File: src/rtl/aes_pkg.sv
// Shared definitions for the AES-128 share controller: operand widths,
// controller state encoding and FIPS-197 known-answer vectors.
package aes_pkg;

    localparam int AES_BLK_W = 128;
    localparam int AES_KEY_W = 128;

    // Controller states: idle/arbitrating, settling the core, holding a response
    typedef enum logic [1:0] {
        IDLE = 2'd0,
        WAIT = 2'd1,
        RESP = 2'd2
    } aes_state_e;

    // FIPS-197 Appendix C.1 AES-128 example
    localparam logic [AES_KEY_W-1:0] FIPS_KEY = 128'h000102030405060708090a0b0c0d0e0f;
    localparam logic [AES_BLK_W-1:0] FIPS_PT  = 128'h00112233445566778899aabbccddeeff;
    localparam logic [AES_BLK_W-1:0] FIPS_CT  = 128'h69c4e0d86a7b0430d8cdb78070b4c55a;

endpackage

File: src/rtl/aes_rr_arb2.sv
// Two-way round-robin arbiter. The grant is combinational from the request
// vector and a priority pointer (last granted id); the pointer only moves
// when the caller reports that the granted request was accepted.
module aes_rr_arb2 (
    input  logic       clk,
    input  logic       rst_n,
    input  logic [1:0] req,
    input  logic       accept,
    output logic       grant_valid,
    output logic       grant_id
);

    logic rr_last;

    // Grant: a lone requester wins; under contention the one not granted last wins
    always_comb begin
        grant_valid = req[0] | req[1];
        grant_id    = 1'b0;
        if (req[0] && req[1]) begin
            grant_id = ~rr_last;
        end else if (req[1]) begin
            grant_id = 1'b1;
        end
    end

    // Pointer starts at 1 so requester 0 wins the first contended grant
    always_ff @(posedge clk or negedge rst_n) begin
        if (!rst_n) begin
            rr_last <= 1'b1;
        end else if (accept) begin
            rr_last <= grant_id;
        end
    end

endmodule

File: src/rtl/aes128_share_ctrl.sv
// Shares one combinational AES-128 core between two requesters. Handshakes
// on both request ports and the response port are valid/ready: a transfer
// happens at a rising edge where valid and ready are both high; ready may
// depend on valid, valid never depends on ready. Operands are registered on
// accept and held until the next accept, so core_in/core_key/core_inv are
// stable for the whole settle window and the core can be timed as a
// multicycle path of SETTLE_CYCLES clocks.
module aes128_share_ctrl
    import aes_pkg::*;
#(
    parameter int SETTLE_CYCLES = 4,
    parameter int CNT_W         = 4
) (
    input  logic                 clk,
    input  logic                 rst_n,
    input  logic                 req0_valid,
    output logic                 req0_ready,
    input  logic [AES_BLK_W-1:0] req0_data,
    input  logic [AES_KEY_W-1:0] req0_key,
    input  logic                 req0_inv,
    input  logic                 req1_valid,
    output logic                 req1_ready,
    input  logic [AES_BLK_W-1:0] req1_data,
    input  logic [AES_KEY_W-1:0] req1_key,
    input  logic                 req1_inv,
    output logic [AES_BLK_W-1:0] core_in,
    output logic [AES_KEY_W-1:0] core_key,
    output logic                 core_inv,
    input  logic [AES_BLK_W-1:0] core_out,
    output logic                 rsp_valid,
    input  logic                 rsp_ready,
    output logic [AES_BLK_W-1:0] rsp_data,
    output logic                 rsp_id,
    output logic                 busy
);

    localparam logic [1:0] ST_IDLE = IDLE;
    localparam logic [1:0] ST_WAIT = WAIT;
    localparam logic [1:0] ST_RESP = RESP;

    // Settle count loaded on accept; capture happens when it reaches zero,
    // which lands the capture SETTLE_CYCLES edges after the accept edge.
    localparam logic [CNT_W-1:0] CNT_LOAD = CNT_W'(SETTLE_CYCLES - 1);

    logic [1:0]       state;
    logic [CNT_W-1:0] cnt;
    logic             grant_valid;
    logic             grant_id;
    logic             accept;

    aes_rr_arb2 u_arb (
        .clk         (clk),
        .rst_n       (rst_n),
        .req         ({req1_valid, req0_valid}),
        .accept      (accept),
        .grant_valid (grant_valid),
        .grant_id    (grant_id)
    );

    // Ready only for the granted requester and only while idle
    always_comb begin
        req0_ready = (state == ST_IDLE) && grant_valid && !grant_id;
        req1_ready = (state == ST_IDLE) && grant_valid &&  grant_id;
        accept     = (req0_valid && req0_ready) || (req1_valid && req1_ready);
        busy       = (state != ST_IDLE);
    end

    // Operation sequencer: launch operands, count out the settle window,
    // capture the core result and hold it until the consumer takes it
    always_ff @(posedge clk or negedge rst_n) begin
        if (!rst_n) begin
            state     <= ST_IDLE;
            cnt       <= '0;
            core_in   <= '0;
            core_key  <= '0;
            core_inv  <= 1'b0;
            rsp_valid <= 1'b0;
            rsp_data  <= '0;
            rsp_id    <= 1'b0;
        end else begin
            case (state)
                ST_IDLE: begin
                    if (accept) begin
                        core_in  <= grant_id ? req1_data : req0_data;
                        core_key <= grant_id ? req1_key  : req0_key;
                        core_inv <= grant_id ? req1_inv  : req0_inv;
                        rsp_id   <= grant_id;
                        cnt      <= CNT_LOAD;
                        state    <= ST_WAIT;
                    end
                end
                ST_WAIT: begin
                    if (cnt == '0) begin
                        rsp_data  <= core_out;
                        rsp_valid <= 1'b1;
                        state     <= ST_RESP;
                    end else begin
                        cnt <= cnt - 1'b1;
                    end
                end
                ST_RESP: begin
                    if (rsp_ready) begin
                        rsp_valid <= 1'b0;
                        state     <= ST_IDLE;
                    end
                end
                default: begin
                    state <= ST_IDLE;
                end
            endcase
        end
    end

endmodule
File: config.mk
export PLATFORM = sky130hd
export DESIGN_NAME = aes128_share_ctrl
export DESIGN_NICKNAME = d
export VERILOG_FILES = /design/src/rtl/aes_pkg.sv /design/src/rtl/aes_rr_arb2.sv /design/src/rtl/aes128_share_ctrl.sv
export SDC_FILE = /design/constraint.sdc
export NUM_CORES = 1
export LEC_CHECK = 0
export CAP_MARGIN = 20
export CORE_AREA = 2 2 399 401
export DETAILED_ROUTE_END_ITERATION = 10
export DIE_AREA = 0 0 401 403
export SLEW_MARGIN = 20
export SYNTH_ARGS = -nofsm -noshare
export SYNTH_HDL_FRONTEND = slang
export SYNTH_HIERARCHICAL = 1
export SYNTH_SLANG_ARGS = --single-unit
File: constraint.sdc
create_clock -name clk -period 1.9 [get_ports clk]
set_input_delay 0.285 -clock clk [delete_from_list [all_inputs] [get_ports clk]]
set_output_delay 0.285 -clock clk [all_outputs]
set_load 0.005 [all_outputs]
==> results.md <==
- Syn Inst Count: 1436
- Synth top area share: 57.6%
- Setup Viol. Count Final: 124
- P per Cell Area: 1350 mW/mm2
- Main combinational cell family by area after synthesis: multiplexers
- Worst slew pin tran: 0.471 ns
- Data required, critical path: 1.62 ns
- Crit-path max FO: 3
- Reg2reg setup slack: -0.13 ns
- CTS H-tree lvls: 2
- Slew HR: 68.6%
- Reg2reg start: u_arb/rr_last$_DFFE_PN1P_
- Post-synthesis simple-gate area fraction: 6.49%
- CTS Sinks: 394
- Initial Util: 10.8%
- Worst R2R End: core_in[0]$_DFFE_PN0P_
- Type of origin of the critical path: flop
- Vias: 16400
- Crit path time final: 2.03 ns
- Total power: 45.4 mW
- Via density: 3.48
- Number of synthesized flops with an enable pin: 0
- Post-Place Cells: 4547
- CTS tree: built
- Distinct cells, synth: 35
- Mean Syn Cell Area: 11.9 um2
- Nets@finish: 3237
- Vias in the first global route: 16200
- Worst Hold Class: in -> async
- Seq/Total Area, Yosys: 57.8%
- Place WS: -0.313 ns
- Leakage: 14.2 nW
- Status: finished with violations
- Initial antenna violation count: 107
- CORE AREA: 0.157 mm2
- Wire length of the first global-routing pass: 147 mm
- Comb pwr share: 44.7%
- Sw frac: 32.6%
- DRT Wirelength: 116 mm
- Num rows: 146
- Slack of the critical path: -0.134 ns
- # DRC: 0
- Max VDD drop: 0.000730 V
- Gr busiest metal: met2
- CP startpoint: u_arb/rr_last$_DFFE_PN1P_
- Main synth FF type: dfrtp_1
- Flops & latches, synth: 394
- Complex-gate fraction of the synthesized area: 7.94%
- Clock Tree Buf Depth: 3
- Total gr overflow: 0
- Syn Nets: 2085
- Layout Cells excl Fill: 4710
- Pint: 30.6 mW
- Iter 0 DRT Violations: 746
- Root buf cell: clkbuf_16
- Final Core Density: 21.4%
- Fin. max-slew vios: 0
- Largest net degree at the start of global routing: 59
- Worst Path Arrival: 1.75 ns
- Sequential power share: 33.2%
- RSZ-0062 raised after global routing: yes
- Reg clk slew, reported paths: 0.06 ns
- Max Cap Viol: 0
- Layout cells sized above 1: 13.6%
- Period utilisation layout: 107%
- Layout area overhead: 97.1%
- Post-synth ARST share: 100%
- Hold Vio Cnt, Final: 0
- Crit path to: req1_ready
- Violated checks: negative setup slack
- Peak Freq: 0.492 GHz
- M1 GR Usage: 16.2%
- CTS Buf Count: 49
- Reg2Reg Depth: 9
- Gr usage total: 13.3%
- Die H: 403 um
- Clock Power Share: 22.1%
- Sw Pwr: 14.8 mW
- Largest area contributor in the netlist: dfrtp_1
- GR met2 Demand/Resource: 22.0%
- Met3 usage in global routing: 5.09%
- Synth area leaders: dfrtp_1 (58%), mux2i_1 (15%), nand2_1 (5.8%)
- # port buffers: 1036
- Skew final: 0.0231 ns
- Number of warnings issued by yosys: 6
- Routability congestion estimate: 0.933
- Critical Path End Type: output pin
- Critical path class: reg -> out
- First drt pass iteration count: 4
- Mapped cell area: 0.0171 mm2
- Die area: 0.162 mm2
- Die X: 401 um
- Post-synthesis mux area share: 23.7%
- Post-synthesis adder-cell area fraction: 0.147%
- I/O pin cnt: 1037
- Clk Latency, worst-skew pair: 0.62 ns
- Post-DP HPWL: 95.8 mm
- Fill count: 17100
- Remaining antenna violation count: 0
- Post-Synth XOR/XNOR Area: 0%
- WL/cell: 24.7 um
-- worst min-delay path by stage --
stage / start / endpoint / slack (ns) / cells after the start
final: rst_n / core_key[5]$_DFFE_PN0P_ / 0.18 / 2
after global routing: rst_n / core_key[5]$_DFFE_PN0P_ / 0.18 / 2
after CTS: rst_n / core_key[5]$_DFFE_PN0P_ / 0.15 / 2
after detailed placement: rst_n / core_key[5]$_DFFE_PN0P_ / 0.24 / 1
after global placement: rst_n / core_key[5]$_DFFE_PN0P_ / 0.24 / 1
after floorplan: rst_n / cnt[0]$_DFFE_PN0P_ / -0.01 / 0
-- state kept, by name (all words and copies together), names as in the netlist, 2 cells and up --
name,count
core_key,128
cnt,4
core_in,128
state,2
rsp_data,128
-- synthesized netlist by cell type (2+ instances only) --
cell,number
a21oi_1,4
clkbuf_1,31
nor3b_2,2
mux2_2,77
buf_4,18
nor2_1,2
dfrtp_1,393
o21ai_1,66
mux2i_1,257
mux2_4,2
o21ai_0,194
mux2_1,51
nor3_1,2
nand2b_1,2
buf_2,26
nand2_1,262
inv_1,5
ha_1,2
buf_6,24
-- logic make-up after synthesis --
family | after synthesis
buffers and inverters | 105
adders and majority gates | 2
DFF | 394
AOI/OAI and AO/OA | 268
muxes | 387
and+or+nand+nor | 280
-- cells in the final DEF (no fill, tap or decap), types with 3 or more instances in the layout --
| cell | instances |
|---|---|
| clkdlybuf4s50_1 | 959 |
| dfrtp_1 | 384 |
| mux2i_1 | 257 |
| nand2_1 | 257 |
| o21ai_0 | 138 |
| o21ai_1 | 117 |
| clkbuf_16 | 81 |
| mux2_2 | 77 |
| buf_4 | 75 |
| dlygate4sd2_1 | 68 |
| mux2_1 | 51 |
| buf_12 | 36 |
| clkbuf_8 | 15 |
| diode_2 | 11 |
| buf_8 | 10 |
| clkbuf_1 | 9 |
| dfrtp_2 | 9 |
| buf_16 | 8 |
| buf_6 | 6 |
| inv_1 | 5 |
| o21ai_2 | 5 |
| nand2_2 | 4 |
| a21oi_1 | 4 |
| bufinv_16 | 4 |
| clkinv_2 | 4 |
| dlymetal6s2s_1 | 4 |
| nand2_8 | 3 |
| inv_6 | 3 |
| clkinvlp_4 | 3 |
-- repair_timing --
| item | in CTS | in global routing |
|---|---|---|
| gates resized for setup | 100 | 92 |
| cloned | 1 | 40 |
| pin swaps | 3 | 2 |
| endpoints found under the hold margin | 239 | 0 |
| endpoints found under the setup margin | 109 | 165 |
| hold buffers | 1 | 0 |
| buffers inserted | 9 | 13 |
-- power by group through the flow --
| stage | Combinational [mW] | Sequential (mW) | Clock, mW |
|---|---|---|---|
| after floorplan | 5.82 | 14.9 | 0 |
| after global placement | 19.0 | 15.0 | 0 |
| after detailed placement | 19.2 | 15.1 | 0 |
| after CTS | 19.0 | 15.0 | 10.4 |
| after global routing | 21.8 | 15.5 | 10.7 |
| final | 20.3 | 15.1 | 10.0 |
-- stage by stage --
stage,TNS [ns],hold WS [ns],instance area (um2)
finish,-4.70,0.178,33600
detailed placement,-64.39,0.241,30600
floorplan,0,-0.0106,17100
global placement,-56.93,0.243,30600
global route,-23.07,0.181,33600
CTS,-0.602,0.149,32400
-- per-layer routing --
layer	routed length (um)	share of wire, %	up-vias
li1	-	-	7318
met1	47400	41	7987
met2	55000	47	791
met3	10400	8.9	241
met4	3130	2.7	54
met5	376	0.32	-
-- critical path, cell delays in order (launching register included) --
cell and delay [ns]:
dfstp_2 0.56, a21boi_4 0.07, buf_12 0.14, buf_12 0.11, and2_4 0.13, buf_12 0.12
-- area by class of cell --
cell class / count / area (um2) / area share, %
Timing Repair Buffer: 1199 / 12800 / 38.0
Sequential cell: 394 / 9870 / 29.3
Multi-Input combinational cell: 939 / 6650 / 19.7
Tap cell: 2072 / 2590 / 7.70
Clock buffer: 74 / 1490 / 4.43
Clock inverter: 16 / 216 / 0.643
Antenna cell: 11 / 27.5 / 0.0818
Inverter: 5 / 18.8 / 0.0558
Power figures use the tool's default switching activity.
